File: src/rtl/bitonic_pkg.sv
// Shared types and helpers for the bitonic streaming sort controller.
package bitonic_pkg;

  localparam int unsigned MaxValueBits = 256;

  typedef enum logic [0:0] {
    StFill,
    StWaitCredit
  } fill_state_e;

  // Pad value that always sorts to the tail: all-ones for ascending, zero for descending.
  function automatic logic [MaxValueBits-1:0] pad_value(input int unsigned value_bits,
                                                        input int unsigned direction);
    logic [MaxValueBits-1:0] ones;
    ones = {MaxValueBits{1'b1}} >> (MaxValueBits - value_bits);
    return (direction == 0) ? ones : '0;
  endfunction

endpackage

File: src/rtl/sort_core.sv
// Fully pipelined bitonic sorting network, one register per compare-exchange stage.
module sort_core #(
  parameter int unsigned VALUE_BITS = 8,
  parameter int unsigned DEPTH      = 3,
  parameter int unsigned DIRECTION  = 0
) (
  input  logic                                  clk,
  input  logic [(1<<DEPTH)-1:0][VALUE_BITS-1:0] in_data,
  output logic [(1<<DEPTH)-1:0][VALUE_BITS-1:0] out_data
);

  localparam int unsigned SIZE   = 1 << DEPTH;
  localparam int unsigned NStage = DEPTH * (DEPTH + 1) / 2;

  typedef logic [SIZE-1:0][VALUE_BITS-1:0] vec_t;

  vec_t lvl   [NStage+1];
  vec_t nxt   [NStage];
  vec_t stg_q [NStage];

  always_comb begin
    lvl[0] = in_data;
    for (int s = 0; s < NStage; s++) begin
      lvl[s+1] = stg_q[s];
    end
  end

  // Merge phase p uses block size 2^(p+1); step q compares elements 2^q apart.
  always_comb begin
    int unsigned s;
    int unsigned j;
    logic        up;
    logic [VALUE_BITS-1:0] a, b, lo, hi;
    for (int s0 = 0; s0 < NStage; s0++) begin
      nxt[s0] = '0;
    end
    for (int p = 0; p < DEPTH; p++) begin
      for (int q = p; q >= 0; q--) begin
        s = p * (p + 1) / 2 + (p - q);
        for (int i = 0; i < SIZE; i++) begin
          j  = i ^ (1 << q);
          up = (((i >> (p + 1)) & 1) == 0) ^ (DIRECTION != 0);
          a  = lvl[s][i];
          b  = lvl[s][j];
          lo = (a < b) ? a : b;
          hi = (a < b) ? b : a;
          nxt[s][i] = ((i < j) == up) ? lo : hi;
        end
      end
    end
  end

  always_ff @(posedge clk) begin
    for (int s = 0; s < NStage; s++) begin
      stg_q[s] <= nxt[s];
    end
  end

  assign out_data = stg_q[NStage-1];

endmodule

File: src/rtl/bitonic_stream_ctrl.sv
// Serial-in/serial-out batch sorter: fills batches, launches them through sort_core
// under a two-credit scheme, and drains results from a ping-pong output buffer.
module bitonic_stream_ctrl
  import bitonic_pkg::*;
#(
  parameter int unsigned VALUE_BITS   = 8,
  parameter int unsigned DEPTH        = 3,
  parameter int unsigned DIRECTION    = 0,
  parameter int unsigned SORT_LATENCY = 6
) (
  input  logic                  clk,
  input  logic                  rst,
  input  logic                  in_valid,
  output logic                  in_ready,
  input  logic [VALUE_BITS-1:0] in_data,
  input  logic                  in_last,
  output logic                  out_valid,
  input  logic                  out_ready,
  output logic [VALUE_BITS-1:0] out_data,
  output logic                  out_last
);

  localparam int unsigned SIZE = 1 << DEPTH;
  localparam int unsigned CntW = DEPTH + 1;
  localparam logic [VALUE_BITS-1:0] PadVal = VALUE_BITS'(pad_value(VALUE_BITS, DIRECTION));

  typedef logic [SIZE-1:0][VALUE_BITS-1:0] vec_t;

  fill_state_e     state_q, state_d;
  vec_t            fill_q, fill_d;
  logic [CntW-1:0] fill_cnt_q, fill_cnt_d;
  logic [1:0]      credit_q, credit_d;

  vec_t            cur_vec, launch_vec;
  logic [CntW-1:0] cur_cnt;
  logic            in_hs, out_hs, batch_close, launch, release_buf, credit_ok;

  vec_t            launch_q;
  logic [CntW-1:0] launch_cnt_q;
  logic            launch_vld_q;

  logic [SORT_LATENCY-1:0] sr_vld_q;
  logic [CntW-1:0]         sr_cnt_q [SORT_LATENCY];
  logic                    capture;
  vec_t                    sorted;

  vec_t            buf_data_q [2];
  logic [CntW-1:0] buf_cnt_q  [2];
  logic [1:0]      buf_vld_q;
  logic            wr_ptr_q, rd_ptr_q;
  logic [DEPTH-1:0] rd_idx_q;
  vec_t            rd_vec;

  assign in_ready    = (state_q == StFill) && !rst;
  assign in_hs       = in_valid && in_ready;
  assign out_hs      = out_valid && out_ready;
  assign release_buf = out_hs && out_last;
  // A buffer freed this cycle is already usable: capture is at least two cycles away.
  assign credit_ok   = (credit_q != 2'd0) || release_buf;

  always_comb begin
    cur_vec     = fill_q;
    cur_cnt     = fill_cnt_q;
    batch_close = 1'b0;
    if (in_hs) begin
      cur_vec[fill_cnt_q[DEPTH-1:0]] = in_data;
      cur_cnt     = fill_cnt_q + CntW'(1);
      batch_close = in_last || (fill_cnt_q == CntW'(SIZE - 1));
    end
    for (int i = 0; i < SIZE; i++) begin
      launch_vec[i] = (CntW'(i) < cur_cnt) ? cur_vec[i] : PadVal;
    end
  end

  always_comb begin
    state_d = state_q;
    launch  = 1'b0;
    unique case (state_q)
      StFill: begin
        if (batch_close) begin
          if (credit_ok) launch = 1'b1;
          else           state_d = StWaitCredit;
        end
      end
      StWaitCredit: begin
        if (credit_ok) begin
          launch  = 1'b1;
          state_d = StFill;
        end
      end
      default: state_d = StFill;
    endcase
    fill_d     = cur_vec;
    fill_cnt_d = launch ? '0 : cur_cnt;
  end

  always_comb begin
    credit_d = credit_q;
    if (launch && !release_buf)      credit_d = credit_q - 2'd1;
    else if (!launch && release_buf) credit_d = credit_q + 2'd1;
  end

  always_ff @(posedge clk or posedge rst) begin
    if (rst) begin
      state_q      <= StFill;
      fill_cnt_q   <= '0;
      credit_q     <= 2'd2;
      launch_vld_q <= 1'b0;
      sr_vld_q     <= '0;
    end else begin
      state_q      <= state_d;
      fill_cnt_q   <= fill_cnt_d;
      credit_q     <= credit_d;
      launch_vld_q <= launch;
      sr_vld_q[0]  <= launch_vld_q;
      for (int i = 1; i < SORT_LATENCY; i++) begin
        sr_vld_q[i] <= sr_vld_q[i-1];
      end
    end
  end

  always_ff @(posedge clk) begin
    fill_q <= fill_d;
    if (launch) begin
      launch_q     <= launch_vec;
      launch_cnt_q <= cur_cnt;
    end
    sr_cnt_q[0] <= launch_cnt_q;
    for (int i = 1; i < SORT_LATENCY; i++) begin
      sr_cnt_q[i] <= sr_cnt_q[i-1];
    end
  end

  sort_core #(
    .VALUE_BITS(VALUE_BITS),
    .DEPTH     (DEPTH),
    .DIRECTION (DIRECTION)
  ) u_sort_core (
    .clk     (clk),
    .in_data (launch_q),
    .out_data(sorted)
  );

  assign capture = sr_vld_q[SORT_LATENCY-1];

  always_ff @(posedge clk or posedge rst) begin
    if (rst) begin
      buf_vld_q <= '0;
      wr_ptr_q  <= 1'b0;
      rd_ptr_q  <= 1'b0;
      rd_idx_q  <= '0;
    end else begin
      if (capture) begin
        buf_vld_q[wr_ptr_q] <= 1'b1;
        wr_ptr_q            <= ~wr_ptr_q;
      end
      if (out_hs) begin
        if (out_last) begin
          buf_vld_q[rd_ptr_q] <= 1'b0;
          rd_ptr_q            <= ~rd_ptr_q;
          rd_idx_q            <= '0;
        end else begin
          rd_idx_q <= rd_idx_q + DEPTH'(1);
        end
      end
    end
  end

  always_ff @(posedge clk) begin
    if (capture) begin
      buf_data_q[wr_ptr_q] <= sorted;
      buf_cnt_q[wr_ptr_q]  <= sr_cnt_q[SORT_LATENCY-1];
    end
  end

  always_comb begin
    rd_vec    = buf_data_q[rd_ptr_q];
    out_valid = buf_vld_q[rd_ptr_q];
    out_last  = out_valid && ((CntW'(rd_idx_q) + CntW'(1)) == buf_cnt_q[rd_ptr_q]);
    out_data  = out_valid ? rd_vec[rd_idx_q] : '0;
  end

endmodule

File: config.mk
export PLATFORM = sky130hd
export DESIGN_NAME = bitonic_stream_ctrl
export DESIGN_NICKNAME = d
export VERILOG_FILES = /design/src/rtl/bitonic_pkg.sv /design/src/rtl/sort_core.sv /design/src/rtl/bitonic_stream_ctrl.sv
export SDC_FILE = /design/constraint.sdc
export NUM_CORES = 1
export LEC_CHECK = 0
export ABC_AREA = 1
export CORE_MARGIN = 1.5
export CORE_UTILIZATION = 46
export CTS_CLUSTER_DIAMETER = 60
export CTS_CLUSTER_SIZE = 30
export DETAILED_ROUTE_END_ITERATION = 8
export GPL_ROUTABILITY_DRIVEN = 0
export PLACE_DENSITY = 0.59
export REMOVE_ABC_BUFFERS = 1
export SLEW_MARGIN = 15
export SYNTH_ARGS = -nofsm -noshare
export SYNTH_HDL_FRONTEND = slang
export SYNTH_HIERARCHICAL = 1
export SYNTH_SLANG_ARGS = --single-unit
File: constraint.sdc
create_clock -name clk -period 11.9 [get_ports clk]
set_clock_uncertainty 0.05 [all_clocks]
set_input_delay 1.785 -clock clk [delete_from_list [all_inputs] [get_ports clk]]
set_output_delay 1.785 -clock clk [all_outputs]
set_load 0.005 [all_outputs]
**Word-level counts from Yosys, hierarchy flattened**

Memories as Yosys holds them, arrays and structs flattened.
Index checks and enable logic that the tools add are counted.
Widths: inputs -> output; s select.

- Flip-flop bits (word level): 153
- Memory bits (writable): 544
- Input bits: 13
- Output and inout bits: 11
- Memories: 4

Memories:

| name | words | width | read ports | clocked after memory_dff | wr ports | line | text |
|---|---|---|---|---|---|---|---|
| u_sort_core.stg_q | 6 | 64 | 6 | 0 | 6 | sort_core.sv:19 | `vec_t stg_q [NStage];` |
| buf_data_q | 2 | 64 | 1 | 0 | 1 | bitonic_stream_ctrl.sv:47 | `vec_t buf_data_q [2];` |
| sr_cnt_q | 6 | 4 | 6 | 0 | 6 | bitonic_stream_ctrl.sv:43 | `logic [CntW-1:0] sr_cnt_q [SORT_LATENCY];` |
| buf_cnt_q | 2 | 4 | 1 | 0 | 1 | bitonic_stream_ctrl.sv:48 | `logic [CntW-1:0] buf_cnt_q [2];` |

- Add/sub/neg operators: 5
- $lt $le $gt $ge: 63
- Equal/unequal tests: 2
- Multiplexer cells: 78
- Bitwise logic cells: 6
- Reduce and logical (&&, ||, !) cells: 18

Operators by type and width:

| kind | number |
|---|---|
| $mux 8 | 51 |
| $lt 8x8->1 | 48 |
| $bwmux 64 | 1 |
| $mux 64 | 1 |
| $bmux 8 s3 | 1 |
| $demux 8 s3 | 1 |
| $lt 3x4->1 const A | 4 |
| $mux 1 | 11 |
| $logic_and 1x1->1 | 10 |
| $mux 2 | 5 |
| $lt 1x4->1 const A | 2 |
| $lt 2x4->1 const A | 2 |
| $lt 3x4->1 const B | 2 |
| $mux 4 | 2 |
| $add 3x1->4 const B | 1 |
| $add 4x1->4 const B | 1 |
| $eq 4x3->1 const B | 1 |
| $eq 4x4->1 | 1 |
| $lt 1x2->1 const B | 2 |
| $pmux 1 s2 | 2 |
| $reduce_bool 2->1 | 2 |
| $add 3x1->3 const B | 1 |
| $ge 3x1->1 const B | 1 |
| $logic_not 1->1 | 3 |
| 11 further kinds | 16 |

**Depth between registers and ports, before layout**

- Word-level depth: 12
- Gate-level depth with buffers: 13

**Modules after synthesis**

The synthesis kept the hierarchy.

Modules (own cells, without submodules):

| module | times used | cells an instance | area an instance (um2) | seq. area each (um2) |
|---|---|---|---|---|
| sort_core | 1 | 2362 | 19329.8 | 7687.4 |
| bitonic_stream_ctrl | 1 | 986 | 11509.8 | 8414.3 |

**Worst setup path after synthesis**

OpenSTA, ideal clock, no wires.

- Path kind: input-to-reg
- From: in rst
- To: reg credit_q[1]
- Setup time: 82 ps
- Arrival time: 6741 ps
- Required time: 11768 ps
- Slack: 5026 ps
- Stages on the path: 11
- Path buffers: 0
- Cell sequence: nor2_4 nand2_4 inv_4 o21ai_0 nand2_1 inv_1 a21oi_1 ha_1 a21oi_1 o21ai_0 xnor2_1

- Cells in the longest elaborated chain, start to end: 9
- Elaborated cells on any way between the ends: 11

Ends and longest elaborated chain:

| item | line | text |
|---|---|---|
| from (decl) | bitonic_stream_ctrl.sv:12 | `input logic rst,` |
| $logic_not 1->1 (no line) * | n/a |  |
| $logic_and 1x1->1 * | bitonic_stream_ctrl.sv:54 | `assign in_ready = (state_q == StFill) && !rst;` |
| $logic_and 1x1->1 * | bitonic_stream_ctrl.sv:55 | `assign in_hs = in_valid && in_ready;` |
| $mux 1 * | bitonic_stream_ctrl.sv:65 | `if (in_hs) begin` |
| $mux 1 * | bitonic_stream_ctrl.sv:80 | `if (batch_close) begin` |
| $pmux 1 s2 * | bitonic_stream_ctrl.sv:78 | `unique case (state_q)` |
| via launch | bitonic_stream_ctrl.sv:36 | `logic in_hs, out_hs, batch_close, launch, release_buf, credit_ok;` |
| $logic_not 1->1 | bitonic_stream_ctrl.sv:100 | `else if (!launch && release_buf) credit_d = credit_q + 2'd1;` |
| $logic_and 1x1->1 | bitonic_stream_ctrl.sv:100 |  |
| $reduce_bool 2->1 (no line) | n/a |  |
| to (signal assigned) | bitonic_stream_ctrl.sv:113 | `credit_q <= credit_d;` |
| to (decl) | bitonic_stream_ctrl.sv:32 | `logic [1:0] credit_q, credit_d;` |

The timed path passes the listed nets; every way through them passes the cells marked *.
A chain may end at the register's enable or synchronous reset.

**Final worst setup path**

- From: reg rd_idx_q[1]
- To: out out_data[7]

- Cells in the longest elaborated chain, start to end: 3

Ends and longest elaborated chain:

| item | line | text |
|---|---|---|
| from (decl) | bitonic_stream_ctrl.sv:51 | `logic [DEPTH-1:0] rd_idx_q;` |
| from (signal assigned) | bitonic_stream_ctrl.sv:163 | `rd_idx_q <= rd_idx_q + DEPTH'(1);` |
| $bmux 8 s3 | bitonic_stream_ctrl.sv:180 | `out_data = out_valid ? rd_vec[rd_idx_q] : '0;` |
| $mux 8 (not written as such) | bitonic_stream_ctrl.sv:180 |  |
| $mux 8 | bitonic_stream_ctrl.sv:180 |  |
| to (decl) | bitonic_stream_ctrl.sv:19 | `output logic [VALUE_BITS-1:0] out_data,` |

Every way passes these cells. The select of a mux whose other input is x is not followed.

==> impl_metrics.tcl <==
set metrics [dict create \
    fp-row-count 94 \
    reg2reg_setup_slack_ns 8.16 \
    path_clk_slew_ns 0.08 \
    rsz0062_at_grt "false" \
    cts_buffer_depth 3 \
    crit_path_end_kind "output port" \
    path_depth 5 \
    synth-edff-count 204 \
    design_area_um2 33240 \
    critPathLaunchType "flop" \
    cp.required_ns 10.07 \
    grt_start_max_net_pins 74 \
    ys_seq_area_share_pct 52.21 \
    grt_pass1_wl_mm 108.2 \
    synth_area_per_cell_um2 9.211 \
    core_um2 66100 \
    fp.dieH_um 261.9 \
    netlist_area_um2 30840 \
    die_x_um 261.9 \
    place_area_um2 31620 \
    hp-start "sr_cnt_q[0][1]" \
    postCtsSetupRepairBufs 0 \
    cp_top_family "buffers and inverters" \
    path_buf_inv 2 \
    wl_per_cell_um 15.85 \
    multi_input_area_um2 12660 \
    finalSetupTns_ns 0 \
    layout.nets 3563 \
    r2r-end "launch_q[46]" \
    synth.area.top_cells "dfxtp_1 31%, edfxtp_1 20%, nand2_1 12%, ha_1 7.9%, inv_1 4.6%" \
    grt-ovfl-total 0 \
    syn_to_final_growth_pct 7.774 \
    run_status "completed" \
    crit_start "rd_idx_q[1]" \
    routed_wl_mm 67.45 \
    crit_path_max_fanout 19 \
    fillerInstances 6047 \
    critPathMaxStageDelay_ns 0.89 \
    layout_min_cycle_time_ns 5.338 \
    crit_slowest_cell "dfrtp_1" \
    layout_commonest_cell "nand2_1" \
    critical_path_class "flop to output port" \
    slew_headroom_pct 31.35 \
    num_vias 21080 \
    hold_viol 0 \
    synth_flop_cell "dfxtp_1" \
    async_reset_ff_share_pct 3.013 \
    synth-warning-count 6 \
    ff_latch_area_um2 16100 \
    synth_top_area_cell "dfxtp_1" \
    htreeDepth 2 \
    grt_pass1_vias 20740 \
    post-route-period-util_pct 44.85 \
    cts_hold_buf 0 \
    vias_per_cell 4.953 \
    cts-root-buf "clkbuf_16" \
    drc 0 \
    dp.final_hpwl_mm 52.30 \
    initial_core_util_pct 46.66 \
    ios 24 \
    cts_resized 0 \
    mostFrequentLayoutCells "1,025 x nand2_1, 472 x dfxtp_1, 379 x inv_1" \
    drv_slew 0 \
    r2r_cells 8 \
    drt_iter0_markers 1233 \
    n_antenna_cell 0 \
    cp_cell_sequence "clkinv_1 > o211ai_1 > nand3_1 > a21oi_1 > clkdlybuf4s50_1" \
    first_pass_iters 6 \
    finalSetupViolations 0 \
    detail-route-antenna-nets 0 \
    synthCells 3348 \
    cp.arrival_ns 3.50 \
    min_path_type "flop to flop" \
    r2r-start "rd_ptr_q" \
    fmax_mhz 187.4 \
    cts_tree "done" \
    drive_above_1_share_pct 9.847 \
    antenna_found_initial 0 \
    endpoint "out_data[7]" \
    drv_cap 0 \
    die-area_um2 68600 \
    clock_sinks 697 \
    io_buffers 23 \
    track_usage_pct 19.88 \
    ys_types 42 \
    numCtsBuffers 45 \
    ys_ff_latch 697 \
    synth_top_area_share_pct 30.64 \
    worstMarginPinSlew_ns 1.023 \
    clk_latency_ns 0.62 \
]
==> cell type report <==
class / instances / share of cell area [%]
sequential: 697 / 48.45
multi-input combinational: 2186 / 38.10
inverter: 396 / 4.487
clock buffer: 48 / 3.486
tap: 864 / 3.253
clock inverter: 36 / 1.393
timing repair buffer: 29 / 0.8282
==> flip-flops by register name, summed over array words and instances, names as in the netlist <==
name               cells
u_sort_core/stg_q    384
buf_data_q           128
fill_q                64
launch_q              64
sr_cnt_q              24
buf_cnt_q              8
sr_vld_q               6
fill_cnt_q             4
launch_cnt_q           4
rd_idx_q               3
buf_vld_q              2
credit_q               2
launch_vld_q           1
rd_ptr_q               1
state_q                1
wr_ptr_q               1
==> routing by layer <==
metal	vias up	part of all wire, %	routed length (um)	track usage, %
li1	10890	-	-	-
met1	9700	42	28070	22.72
met2	358	52	34990	37.56
met3	128	2.8	1901	2.238
met4	0	3.7	2484	7.889
met5	-	0	0	0
==> cell usage after synthesis, types with 24 or more instances <==
cell type     n
o211ai_1     32
o21ai_1      67
nand3_2      45
nor2_2       27
nor2_1      119
a21oi_1      60
nand2_2      39
inv_1       381
o21ai_0     143
nand2_1    1025
a21o_1       24
dfxtp_1     472
nand2_4      32
edfxtp_1    204
ha_1        195
nand3_1     285
==> worst register-to-register path, stage by stage (launching register included) <==
cell	delay, ns
dfrtp_2	0.37
clkinv_1	0.70
buf_4	0.55
nand2_1	0.14
a21oi_1	0.07
nor2_1	0.19
nand4_2	0.32
a21oi_4	0.23
buf_4	0.65
==> kinds of logic (layout without fill, tap and decap cells) <==
group                    Yosys count  in the layout  synth area share (%)
AO/OA/AOI/OAI                    337            337                 6.236
XOR/XNOR                           6              6                0.1948
adder cells (fa/ha/maj)          195            195                 7.911
buffers and inverters            465            509                 6.784
flip-flops                       697            697                 52.21
AND/OR/NAND/NOR                 1648           1648                 26.66
==> worst min-delay path by stage <==
stage / slack [ns] / depth (start not counted) / to
global route: 0.28 / 0 / sr_cnt_q[1][1]
global placement: 0.26 / 0 / sr_cnt_q[5][1]
CTS: 0.28 / 0 / sr_cnt_q[1][1]
finish: 0.28 / 0 / sr_cnt_q[1][1]
detailed placement: 0.26 / 0 / sr_cnt_q[1][1]
floorplan: 0.26 / 0 / sr_cnt_q[1][0]
==> stage by stage <==
stage / util, % / instances / setup slack, ns / hold slack [ns]
after floorplan: - / 3279 / 3.950 / 0.2596
after global placement: 47.83 / 4172 / 7.188 / 0.2644
after detailed placement: 47.83 / 4172 / 7.162 / 0.2621
after CTS: 50.28 / 4256 / 6.512 / 0.2824
after global routing: 50.28 / 4256 / 6.403 / 0.2837
final: 50.28 / 4256 / 6.562 / 0.2820
Power is not shown: default switching activity piles up to over one toggle a cycle in this logic, so the estimate is an artifact.
